File: src/rtl/uart_rx_buf_if.sv
// CPU-side read/status bundle of the UART receive buffer.
// master = CPU I/O read path, slave = uart_rx_buf.
interface uart_rx_buf_if;
  logic       rd_en;
  logic       clr;
  logic [7:0] rd_data;
  logic       data_valid;
  logic       frame_err;
  logic       overrun;
  logic       parity_err;

  modport master (
    output rd_en, clr,
    input  rd_data, data_valid, frame_err, overrun, parity_err
  );

  modport slave (
    input  rd_en, clr,
    output rd_data, data_valid, frame_err, overrun, parity_err
  );
endinterface

File: src/rtl/uart_rx_buf.sv
// UART receiver (8N1, LSB first) feeding a first-word-fall-through byte FIFO with sticky error flags.
// Define UART_RX_PARITY_EN for 8E1 frames with even-parity checking and a live parity_err flag.
module uart_rx_buf #(
  parameter int CLOCK_HZ   = 50_000_000,
  parameter int BAUD_RATE  = 115200,
  parameter int FIFO_DEPTH = 4
) (
  input  logic         clk,
  input  logic         rst,
  input  logic         rx,
  uart_rx_buf_if.slave bus
);
  localparam int CLKS_PER_BIT = CLOCK_HZ / BAUD_RATE;
  localparam int BAUD_W       = (CLKS_PER_BIT > 1) ? $clog2(CLKS_PER_BIT) : 1;
  localparam int PTR_W        = $clog2(FIFO_DEPTH);
  localparam int CNT_W        = PTR_W + 1;
  localparam logic [BAUD_W-1:0] HALF_LAST = BAUD_W'(CLKS_PER_BIT / 2 - 1);
  localparam logic [BAUD_W-1:0] BIT_LAST  = BAUD_W'(CLKS_PER_BIT - 1);
  localparam logic [CNT_W-1:0]  FULL_CNT  = CNT_W'(FIFO_DEPTH);

  typedef enum logic [2:0] {
    IDLE,
    START,
    DATA,
`ifdef UART_RX_PARITY_EN
    PARITY,
`endif
    STOP,
    WAIT_IDLE
  } state_t;

  logic              rx_meta_reg, rx_sync_reg, rx_prev_reg;
  logic              rx_fall;
  state_t            state_reg, state_next;
  logic [BAUD_W-1:0] baud_reg, baud_next;
  logic [2:0]        bit_reg, bit_next;
  logic [7:0]        shift_reg, shift_next;
  logic              push;
  logic              frame_set;

  logic [7:0]        mem_reg [FIFO_DEPTH];
  logic [PTR_W-1:0]  head_reg, tail_reg;
  logic [CNT_W-1:0]  count_reg, count_next;
  logic [FIFO_DEPTH-1:0] wr_sel;
  logic              pop, full, push_ok, overrun_set;
  logic              frame_err_reg, overrun_reg;

  // Synchroniser idles high so a reset never looks like a start edge by itself.
  always_ff @(posedge clk or posedge rst) begin
    if (rst) begin
      rx_meta_reg <= 1'b1;
      rx_sync_reg <= 1'b1;
      rx_prev_reg <= 1'b1;
    end else begin
      rx_meta_reg <= rx;
      rx_sync_reg <= rx_meta_reg;
      rx_prev_reg <= rx_sync_reg;
    end
  end

  assign rx_fall = rx_prev_reg & ~rx_sync_reg;

`ifdef UART_RX_PARITY_EN
  logic par_bad_reg, par_bad_next;
  logic parity_set;
  logic parity_err_reg;
`endif

  always_ff @(posedge clk or posedge rst) begin
    if (rst) begin
      state_reg <= IDLE;
      baud_reg  <= '0;
      bit_reg   <= '0;
      shift_reg <= '0;
`ifdef UART_RX_PARITY_EN
      par_bad_reg <= 1'b0;
`endif
    end else begin
      state_reg <= state_next;
      baud_reg  <= baud_next;
      bit_reg   <= bit_next;
      shift_reg <= shift_next;
`ifdef UART_RX_PARITY_EN
      par_bad_reg <= par_bad_next;
`endif
    end
  end

  always_comb begin
    state_next = state_reg;
    baud_next  = baud_reg + 1'b1;
    bit_next   = bit_reg;
    shift_next = shift_reg;
    push       = 1'b0;
    frame_set  = 1'b0;
`ifdef UART_RX_PARITY_EN
    par_bad_next = par_bad_reg;
    parity_set   = 1'b0;
`endif
    case (state_reg)
      IDLE: begin
        baud_next = '0;
`ifdef UART_RX_PARITY_EN
        par_bad_next = 1'b0;
`endif
        if (rx_fall) state_next = START;
      end
      START: begin
        // Mid-start-bit check: a line already back high was only a glitch.
        if (baud_reg == HALF_LAST) begin
          baud_next = '0;
          bit_next  = '0;
          state_next = rx_sync_reg ? IDLE : DATA;
        end
      end
      DATA: begin
        if (baud_reg == BIT_LAST) begin
          baud_next  = '0;
          shift_next = {rx_sync_reg, shift_reg[7:1]};
          bit_next   = bit_reg + 3'd1;
          if (bit_reg == 3'd7) begin
`ifdef UART_RX_PARITY_EN
            state_next = PARITY;
`else
            state_next = STOP;
`endif
          end
        end
      end
`ifdef UART_RX_PARITY_EN
      PARITY: begin
        if (baud_reg == BIT_LAST) begin
          baud_next  = '0;
          state_next = STOP;
          if (rx_sync_reg != ^shift_reg) begin
            parity_set   = 1'b1;
            par_bad_next = 1'b1;
          end
        end
      end
`endif
      STOP: begin
        if (baud_reg == BIT_LAST) begin
          baud_next = '0;
          if (rx_sync_reg) begin
            state_next = IDLE;
`ifdef UART_RX_PARITY_EN
            push = ~par_bad_reg;
`else
            push = 1'b1;
`endif
          end else begin
            frame_set  = 1'b1;
            state_next = WAIT_IDLE;
          end
        end
      end
      WAIT_IDLE: begin
        baud_next = '0;
        if (rx_sync_reg) state_next = IDLE;
      end
      default: state_next = IDLE;
    endcase
  end

  // A pop in the same cycle frees the slot, so a push into a full FIFO is still accepted.
  assign pop         = bus.rd_en && (count_reg != '0);
  assign full        = (count_reg == FULL_CNT);
  assign push_ok     = push && (!full || pop);
  assign overrun_set = push && full && !pop;

  always_comb begin
    count_next = count_reg;
    case ({push_ok, pop})
      2'b10:   count_next = count_reg + 1'b1;
      2'b01:   count_next = count_reg - 1'b1;
      default: count_next = count_reg;
    endcase
  end

  generate
    for (genvar gi = 0; gi < FIFO_DEPTH; gi++) begin : g_wr_sel
      assign wr_sel[gi] = push_ok && (tail_reg == PTR_W'(gi));
    end
  endgenerate

  always_ff @(posedge clk or posedge rst) begin
    if (rst) begin
      for (int i = 0; i < FIFO_DEPTH; i++) mem_reg[i] <= '0;
    end else begin
      for (int i = 0; i < FIFO_DEPTH; i++) begin
        if (wr_sel[i]) mem_reg[i] <= shift_reg;
      end
    end
  end

  always_ff @(posedge clk or posedge rst) begin
    if (rst) begin
      head_reg  <= '0;
      tail_reg  <= '0;
      count_reg <= '0;
    end else begin
      if (pop)     head_reg <= head_reg + 1'b1;
      if (push_ok) tail_reg <= tail_reg + 1'b1;
      count_reg <= count_next;
    end
  end

  // New error events take priority over a simultaneous clear.
  always_ff @(posedge clk or posedge rst) begin
    if (rst) begin
      frame_err_reg <= 1'b0;
      overrun_reg   <= 1'b0;
    end else begin
      frame_err_reg <= frame_set   | (frame_err_reg & ~bus.clr);
      overrun_reg   <= overrun_set | (overrun_reg   & ~bus.clr);
    end
  end

`ifdef UART_RX_PARITY_EN
  always_ff @(posedge clk or posedge rst) begin
    if (rst) parity_err_reg <= 1'b0;
    else     parity_err_reg <= parity_set | (parity_err_reg & ~bus.clr);
  end
  assign bus.parity_err = parity_err_reg;
`else
  assign bus.parity_err = 1'b0;
`endif

  assign bus.rd_data    = mem_reg[head_reg];
  assign bus.data_valid = (count_reg != '0);
  assign bus.frame_err  = frame_err_reg;
  assign bus.overrun    = overrun_reg;
endmodule

File: src/flat_wrapper.sv
// flat-port wrapper written by rule: the top's interface ports become plain ports
module uart_rx_buf_flat 
#(
  parameter int CLOCK_HZ   = 50_000_000,
  parameter int BAUD_RATE  = 115200,
  parameter int FIFO_DEPTH = 4
)
  (clk, rst, rx, bus_rd_en, bus_clr, bus_rd_data, bus_data_valid, bus_frame_err, bus_overrun, bus_parity_err);
  uart_rx_buf_if bus_i ();
  input  logic clk;
  input  logic rst;
  input  logic rx;
  input wire logic [$bits(bus_i.rd_en)-1:0] bus_rd_en;
  input wire logic [$bits(bus_i.clr)-1:0] bus_clr;
  output wire logic [$bits(bus_i.rd_data)-1:0] bus_rd_data;
  output wire logic [$bits(bus_i.data_valid)-1:0] bus_data_valid;
  output wire logic [$bits(bus_i.frame_err)-1:0] bus_frame_err;
  output wire logic [$bits(bus_i.overrun)-1:0] bus_overrun;
  output wire logic [$bits(bus_i.parity_err)-1:0] bus_parity_err;
  assign bus_i.rd_en = bus_rd_en;
  assign bus_i.clr = bus_clr;
  assign bus_rd_data = bus_i.rd_data;
  assign bus_data_valid = bus_i.data_valid;
  assign bus_frame_err = bus_i.frame_err;
  assign bus_overrun = bus_i.overrun;
  assign bus_parity_err = bus_i.parity_err;
  uart_rx_buf #(.CLOCK_HZ(CLOCK_HZ), .BAUD_RATE(BAUD_RATE), .FIFO_DEPTH(FIFO_DEPTH)) u_core (.clk(clk), .rst(rst), .rx(rx), .bus(bus_i));
endmodule
File: config.mk
export PLATFORM = sky130hd
export DESIGN_NAME = uart_rx_buf_flat
export DESIGN_NICKNAME = d
export VERILOG_FILES = /design/src/rtl/uart_rx_buf_if.sv /design/src/rtl/uart_rx_buf.sv /design/src/flat_wrapper.sv
export SDC_FILE = /design/constraint.sdc
export NUM_CORES = 1
export LEC_CHECK = 0
export BUFFER_PORTS_ARGS = -buffer_cell sky130_fd_sc_hd__buf_2
export CORE_UTILIZATION = 55
export DETAILED_ROUTE_END_ITERATION = 7
export HOLD_SLACK_MARGIN = 0.15
export PLACE_DENSITY_LB_ADDON = 0.15
export SYNTH_ARGS = -nofsm -noshare
export SYNTH_HDL_FRONTEND = slang
export SYNTH_SLANG_ARGS = --single-unit
File: constraint.sdc
create_clock -name clk -period 2.79 [get_ports clk]
set_clock_uncertainty 0.2 [all_clocks]
set_input_delay 0.1395 -clock clk [delete_from_list [all_inputs] [get_ports clk]]
set_output_delay 0.1395 -clock clk [all_outputs]
set_load 0.05 [all_outputs]
==> impl_metrics.ini, run 1 <==
[run_status]
run_status = finished clean

[setup_path]
cp-start-kind = register
setup.worst_path.end_class = register
r2r.worst_path.cells = 10
path_delay_family = flip-flops
critPathArrivalTime_ps = 2480
slowest_delay_ps = 610
criticalPathCategory = reg -> reg
critPathMaxFanout = 9
r2r-start = u_core.rx_sync_reg
path_cells = nand4b_1 > nor4_1 > buf_4 > inv_1 > ha_1 > inv_1 > fa_1 > xor2_1 > nor2_1 > xor2_1
rr_endpoint = u_core.count_reg[2]
slowest_stage = dfstp_2
path_buf_inv = 3
reg2reg_slack_ps = 320
crit_required_ps = 2800

[clock_tree]
clockRootBuffer = clkbuf_8
cts-resized-gates = 0
worstSkewPairLatency_ps = 330
cts_tree = done
cts_inserted_buffers = 9
clock_path_buffers = 2
cts_hold_buffers = 4
htree_levels = 3
post_cts_buffers = 0
path_clk_slew_ps = 70
clkSinkCount = 67

[layout]
final_cell_count_no_fill = 334
fillers = 429
largest_reg_flops = 32
area_growth_pct = 14.6
final_cell_mix = dfrtp_1 (64), mux2_2 (38), buf_2 (15)
finish.instance_area_um2 = 3570
nets = 275
final_util_pct = 65.2
antennaDiodeCount = 0
drive_above_1_share_pct = 36.3
layout_commonest_cell = dfrtp_1

[power]
power_frac_comb_pct = 17.5
pwr_density_cell_nw_per_um2 = 717
pwr-share-seq_pct = 48.5
swShare_pct = 28.2
finalPower_mw = 2.56
p_int_mw = 1.84
p_switching_uw = 723
clockPowerShare_pct = 34.1
vdd_ir_drop_max_v = 0.000471
power.leakage_nw = 1.73

[route]
post-route-drc-count = 0
avgRoutedWirePerCell_um = 15.9
firstDrtPassIters = 5
via_per_inst = 5.54
via_count = 1849
wirelength_um = 5330
drt_iter0_drc = 96
ant_nets = 0

[sta]
rsz0062_at_grt = false
fin_tns_setup_ps = 0
finalCritPeriodShare_pct = 88.7
period_minus_slack_ps = 2470
maxSlewViolCount = 0
hold_viol = 0
max_freq_mhz = 404
slew_headroom_pct = 57.2
setup_ws_ps = 316
finalSetupViolations = 0
hold_slack_ps = 163
tightest_slew_ps = 641

[synth]
synth_flop_cell = dfrtp_1
syn_inst = 229
synth_cell_types = 44
ys_warn_count = 0
syn_nets = 245
avgSynthCellArea_um2 = 13.6
async_flop_share_pct = 100
ys_seq_area_share_pct = 54.0
ys_seq_elements = 67
syn_area_um2 = 3110
synth_edf_count = 0

[die]
chipWidth_um = 77.2
core_um2 = 5470
die_h_um = 77.2
fp-row-count = 27
initial_core_util_pct = 56.9
die_area_um2 = 5960
io_pins = 17

[global_route]
grt_pass1_vias = 1885
gr-total-overflow = 0
antenna_found_initial = 0
grt_usage_pct = 20.4
grt_pass1_wl_um = 9090
grt_start_max_net_pins = 40

[min_path]
hold_end = u_core.rx_sync_reg
hold_path_startpoint = u_core.rx_meta_reg
hp-class = reg -> reg
min_path_cells = 0

[placed_design]
io_buffers = 15
gp_congestion = 0.826
dp_hpwl_um = 3550
preCtsSetupSlack_ps = 381
placement.cell_area_um2 = 3310
placed_cells = 316

[run]
maxCapViolCount = 0
==> final cells by class <==
| type | instances | area [um^2] | area share [%] |
|---|---|---|---|
| clock inverters | 2 | 60.1 | 1.68 |
| well taps | 72 | 90.1 | 2.52 |
| inverters | 12 | 45.0 | 1.26 |
| multi-input cells | 143 | 1360 | 38.0 |
| clock buffers | 12 | 155 | 4.35 |
| flip-flops and latches | 67 | 1680 | 47.1 |
| repair buffers | 26 | 180 | 5.05 |
==> layer usage <==
layer,part of all wire (%),track usage [%],up-vias
li1,-,-,873
met1,48,28.8,929
met2,47,30.0,34
met3,3.8,3.93,13
met4,1.8,10.6,0
met5,0,0,-
==> worst reg2reg max path, cell delays in order, from the launching register on <==
cell	delay (ps)
dfstp_2	610
nand4b_1	260
nor4_1	260
buf_4	170
inv_1	40
ha_1	220
inv_1	80
fa_1	170
xor2_1	150
nor2_1	60
xor2_1	140
==> kinds of logic (layout without fill, tap and decap cells) <==
group | Yosys count | in the layout | synth area share (%)
compound gates | 17 | 17 | 3.54
mux | 51 | 51 | 21.3
fa+ha+maj | 11 | 11 | 4.66
xor+xnor | 13 | 13 | 3.66
simple gates | 50 | 50 | 10.1
other cells | 1 | 1 | 0.120
flops | 67 | 67 | 54.0
buf+inv | 19 | 52 | 2.61
==> worst max-delay path by stage <==
stage                                    from                   to  slack (ps)  cells past startpoint
after floorplan           u_core.count_reg[0]  u_core.count_reg[2]         260                      9
after global placement     u_core.rx_sync_reg  u_core.count_reg[2]         390                     10
after detailed placement   u_core.rx_sync_reg  u_core.count_reg[2]         380                     10
after CTS                  u_core.rx_sync_reg  u_core.count_reg[2]         320                     10
after global routing       u_core.rx_sync_reg  u_core.count_reg[2]         150                     10
final                      u_core.rx_sync_reg  u_core.count_reg[2]         320                     10
==> power groups by stage <==
stage / clock network [mW] / logic [mW] / registers, mW
final: 0.872 / 0.448 / 1.24
after global routing: 0.941 / 0.505 / 1.26
after CTS: 0.893 / 0.452 / 1.24
after detailed placement: 0 / 0.442 / 1.26
after global placement: 0 / 0.429 / 1.25
after floorplan: 0 / 0.414 / 1.16
==> synthesized netlist by cell type, types with 4 or more instances <==
master / n / area (um^2)
mux2_2: 38 / 428
mux4_2: 8 / 180
nand2_2: 4 / 25.0
mux2_1: 4 / 45.0
o21ai_0: 5 / 25.0
xor2_1: 8 / 70.1
nand4_1: 4 / 25.0
ha_1: 10 / 125
nor2_1: 14 / 52.6
a21oi_1: 4 / 20.0
inv_1: 12 / 45.0
xnor2_1: 5 / 43.8
nand2_1: 5 / 18.8
dfrtp_1: 64 / 1600
Note: power is estimated with default switching activity, not from simulation.
==> inputs of run 2 (changes only) <==
- MAX_ROUTING_LAYER: not set -> met4
==> run 2 against run 1 <==
  * Clock-buffer cell count unchanged
  * Setup slack worse by 4.7 ps
  * First-iteration DRC count up 10%
  * Routed wire length up 0.47%
==> impl_metrics.ini, run 2 (synthesis results as in run 1) <==
[layout]
antennaDiodeCount = 0
fillers = 429
final_util_pct = 65.2
area_growth_pct = 14.6
final_cell_count_no_fill = 334
layout_commonest_cell = dfrtp_1
nets = 275
drive_above_1_share_pct = 36.3
final_cell_mix = dfrtp_1 (64), mux2_2 (38), buf_2 (15)
largest_reg_flops = 32

[route]
avgRoutedWirePerCell_um = 16.0
wl_met3_um = 251
via_count = 1851
firstDrtPassIters = 7
met1_length_um = 2510
wirelength_um = 5350
post-route-drc-count = 0
met2_length_um = 2520
highest_layer = met4
ant_nets = 0
via_per_inst = 5.54
drt_iter0_drc = 106

[sta]
max_freq_mhz = 403
rsz0062_at_grt = false
setup_ws_ps = 311
hold_viol = 0
period_minus_slack_ps = 2480
finalCritPeriodShare_pct = 88.9
fin_tns_setup_ps = 0
maxSlewViolCount = 0
tightest_slew_ps = 634
slew_headroom_pct = 57.7
finalSetupViolations = 0

[die]
die_h_um = 77.2
initial_core_util_pct = 56.9
fp-row-count = 27
io_pins = 17
die_area_um2 = 5960
chipWidth_um = 77.2
core_um2 = 5470

[global_route]
antenna_found_initial = 0
grt_pass1_wl_um = 9090
gr-total-overflow = 0
grt_usage_pct = 21.0
grt_pass1_vias = 1894
grt_start_max_net_pins = 40

[power]
vdd_ir_drop_max_v = 0.000471
power.leakage_nw = 1.73
finalPower_mw = 2.56
pwr_density_cell_nw_per_um2 = 718

[run]
maxCapViolCount = 0

[setup_path]
setup.worst_path.end_class = register
reg2reg_slack_ps = 310
startpoint = u_core.rx_sync_reg
slowest_stage = dfstp_2
path_cells = nand4b_1 > nor4_1 > buf_4 > inv_1 > ha_1 > inv_1 > fa_1 > xor2_1 > nor2_1 > xor2_1
r2r-start = u_core.rx_sync_reg
slowest_delay_ps = 610
critPathCapture = u_core.count_reg[2]
critPathArrivalTime_ps = 2490
cp-start-kind = register
criticalPathCategory = reg -> reg
rr_endpoint = u_core.count_reg[2]
r2r.worst_path.cells = 10
crit_required_ps = 2800
critPathMaxFanout = 9

[placed_design]
dp_hpwl_um = 3550
placed_cells = 316
io_buffers = 15
preCtsSetupSlack_ps = 381
gp_congestion = 0.838

[clock_tree]
clkSinkCount = 67
path_clk_slew_ps = 70
htree_levels = 3
cts-resized-gates = 0
cts_inserted_buffers = 9
worstSkewPairLatency_ps = 330
clockRootBuffer = clkbuf_8
cts_tree = done
clock_path_buffers = 2

[run_status]
run_status = finished clean

[min_path]
hp-class = reg -> reg
min_path_cells = 0
run 2: metrics by stage:
step	cell area, um^2	hold slack, ps
detailed placement	3310	51.1
global placement	3310	44.3
finish	3570	163
CTS	3570	162
floorplan	3110	-56.0
global route	3570	167
run 2: report_power, final:
part	internal, mW	switching, mW	total, mW
registers	1.07	0.173	1.24
clock network	0.543	0.331	0.874
logic	0.229	0.219	0.448
run 2: how the worst min path moves through the flow:
stage,start,to,slack (ps)
5_1_grt,u_core.rx_meta_reg,u_core.rx_sync_reg,170
2_1_floorplan,rx,u_core.rx_meta_reg,-60
3_3_place_gp,rx,u_core.rx_meta_reg,40
6_report,u_core.rx_meta_reg,u_core.rx_sync_reg,160
4_1_cts,u_core.rx_meta_reg,u_core.rx_sync_reg,160
3_5_place_dp,rx,u_core.rx_meta_reg,50
run 2: repair_timing:
item	4_1_cts	5_1_grt
endpoints found under the setup margin	0	0
setup buffers	0	0
hold buffers	4	0
endpoints found under the hold margin	33	0
run 2: worst max-delay path, delay by kind of cell, from the launching register on:
family,cells,cell delay [ps]
AND/OR/NAND/NOR,3,590
XOR/XNOR,2,290
buffers and inverters,3,290
flip-flops,1,610
adder cells (fa/ha/maj),2,390
run 2: routing by layer:
layer,track usage [%],up-vias
met4,8.87,0
met2,30.1,42
met5,-,-
met1,28.8,927
met3,5.00,6
li1,-,876
run 2: final cells by class:
class / instances / area, um^2 / share of cell area [%]
tap: 72 / 90.1 / 2.52
multi-input combinational: 143 / 1360 / 38.0
clock inverter: 2 / 60.1 / 1.68
timing repair buffer: 26 / 180 / 5.05
clock buffer: 12 / 155 / 4.35
inverter: 12 / 45.0 / 1.26
sequential: 67 / 1680 / 47.1
==> inputs of run 3 (changes only) <==
- CORE_UTILIZATION: 55 -> 54
- clock period: 2.79 -> 2.25 ns (I/O delays scaled with it)
==> run 3 against run 2 <==
  * Core utilization rose by 2.5 points
  * Critical path type unchanged
  * Die area rose by 1.8%
  * Clock-buffer cell count fell by 2
  * Largest cell class unchanged
  * Sequential share of layout area fell by 2.3 points
  * Highest routed layer unchanged
  * Register-to-register slack got worse by 260 ps
==> impl_metrics.ini, run 3 (synthesis results as in run 1) <==
[placed_design]
dp_hpwl_um = 3740
gp_congestion = 0.741
placement.cell_area_um2 = 3460
io_buffers = 15

[layout]
nets = 291
finish.instance_area_um2 = 3750
fillers = 417
antennaDiodeCount = 0
final_util_pct = 67.7
largest_reg_flops = 32
multi_input_area_um2 = 1420
area_growth_pct = 20.5
layout_commonest_cell = dfrtp_1
regArea_um2 = 1680
final_cell_mix = dfrtp_1 (64), mux2_2 (38), buf_4 (21)
drive_above_1_share_pct = 43.4

[power]
p_switching_uw = 968
swShare_pct = 29.0
p_int_mw = 2.37
clockPowerShare_pct = 32.6
pwr-share-seq_pct = 45.1
power.leakage_nw = 1.82
vdd_ir_drop_max_v = 0.000628
power_frac_comb_pct = 22.3
pwr_density_cell_nw_per_um2 = 889

[sta]
rsz0062_at_grt = true
finalSetupViolations = 0
maxSlewViolCount = 0
finalCritPeriodShare_pct = 97.9
period_minus_slack_ps = 2200
tightest_slew_ps = 510
hold_viol = 0
slew_headroom_pct = 66.0
max_freq_mhz = 454
fin_tns_setup_ps = 0

[min_path]
hp-class = reg -> reg
hold_path_startpoint = u_core.rx_meta_reg

[global_route]
antenna_found_initial = 0
grt_pass1_vias = 2010
grt_pass1_wl_um = 9160
gr-total-overflow = 0
grt_usage_pct = 21.1
grt_start_max_net_pins = 68

[run_status]
run_status = finished clean

[die]
die_h_um = 77.9
chipWidth_um = 77.9
initial_core_util_pct = 56.2
io_pins = 17
die_area_um2 = 6070
core_um2 = 5540
fp-row-count = 27

[setup_path]
critPathMostFrequentCell = xor2_1
setup.worst_path.end_class = register
slowest_delay_ps = 420
critPathArrivalTime_ps = 2270
critPathMaxFanout = 3
path_cells = nor4b_4 > nor4_4 > inv_1 > ha_2 > inv_2 > fa_2 > xor2_1 > nor2_1 > xor2_1
slowest_stage = dfrtp_1
cp-start-kind = register
startpoint = u_core.count_reg[0]
crit_required_ps = 2320
path_buf_inv = 2
path_delay_family = simple AND/OR/NAND/NOR gates
r2r-start = u_core.count_reg[0]
criticalPathCategory = reg -> reg

[clock_tree]
path_clk_slew_ps = 70
clock_path_buffers = 2
htree_levels = 3
worstSkewPairLatency_ps = 340
cts_inserted_buffers = 9
clockRootBuffer = clkbuf_8
cts_tree = done
clkSinkCount = 67

[run]
maxCapViolCount = 0

[route]
avgRoutedWirePerCell_um = 15.9
firstDrtPassIters = 4
post-route-drc-count = 0
drt_iter0_drc = 123
ant_nets = 0
via_per_inst = 5.44
wirelength_um = 5570
via_count = 1911
run 3: cell types whose count changed in the layout (fill, tap and decap cells not counted), moves of 2 or more:
cell / change
ha_1: -2
buf_4: +15
clkinv_2: +2
inv_1: -2
inv_2: +2
run 3: power by group through the flow:
stage	sequential (mW)	combinational (mW)	clock, mW
floorplan	1.45	0.540	0
global placement	1.52	0.719	0
detailed placement	1.52	0.744	0
CTS	1.50	0.750	1.10
global route	1.53	0.814	1.16
finish	1.50	0.742	1.09
run 3: path summary, 6_finish.rpt:
check / to / slack [ps] / depth (start not counted)
worst max-delay path: u_core.count_reg[2] / 50 / 9
worst min-delay path: u_core.rx_sync_reg / 160 / 0
worst max register to register: u_core.count_reg[2] / 50 / 9
worst min register to register: u_core.rx_sync_reg / 160 / 0
max in group asynchronous: u_core.rx_meta_reg / 1340 / 4
min in group asynchronous: u_core.mem_reg[6] / 190 / 4
run 3: layer usage:
metal,part of all wire (%),up-vias,GRT usage (%)
li1,-,903,-
met1,45,975,24.6
met2,51,21,34.6
met3,2.1,12,3.88
met4,2.3,0,11.9
met5,0,-,-
run 3: repair_timing:
| action | CTS | global route |
|---|---|---|
| pin swaps | 1 | 1 |
| gates resized for setup | 0 | 6 |
| endpoints found under the hold margin | 72 | 0 |
| hold buffers | 4 | 0 |
| setup endpoints to repair | 20 | 42 |
| setup buffers | 1 | 1 |
run 3: area by class of cell:
cell class,count,area share (%)
multi-input cells,143,37.7
inverters,12,1.20
flip-flops and latches,67,44.8
clock inverters,5,2.07
well taps,72,2.40
clock buffers,10,3.67
repair buffers,42,8.11
run 3: through the flow:
| step | setup WS (ps) | hold slack [ps] | std cells | total power, mW |
|---|---|---|---|---|
| after floorplan | -48.9 | -83.0 | 229 | 1.99 |
| after global placement | 42.1 | 12.3 | 330 | 2.24 |
| after detailed placement | -24.9 | 14.0 | 330 | 2.26 |
| after CTS | -9.34 | 159 | 350 | 3.35 |
| after global routing | -110 | 165 | 351 | 3.50 |
| final | 46.4 | 158 | 351 | 3.33 |
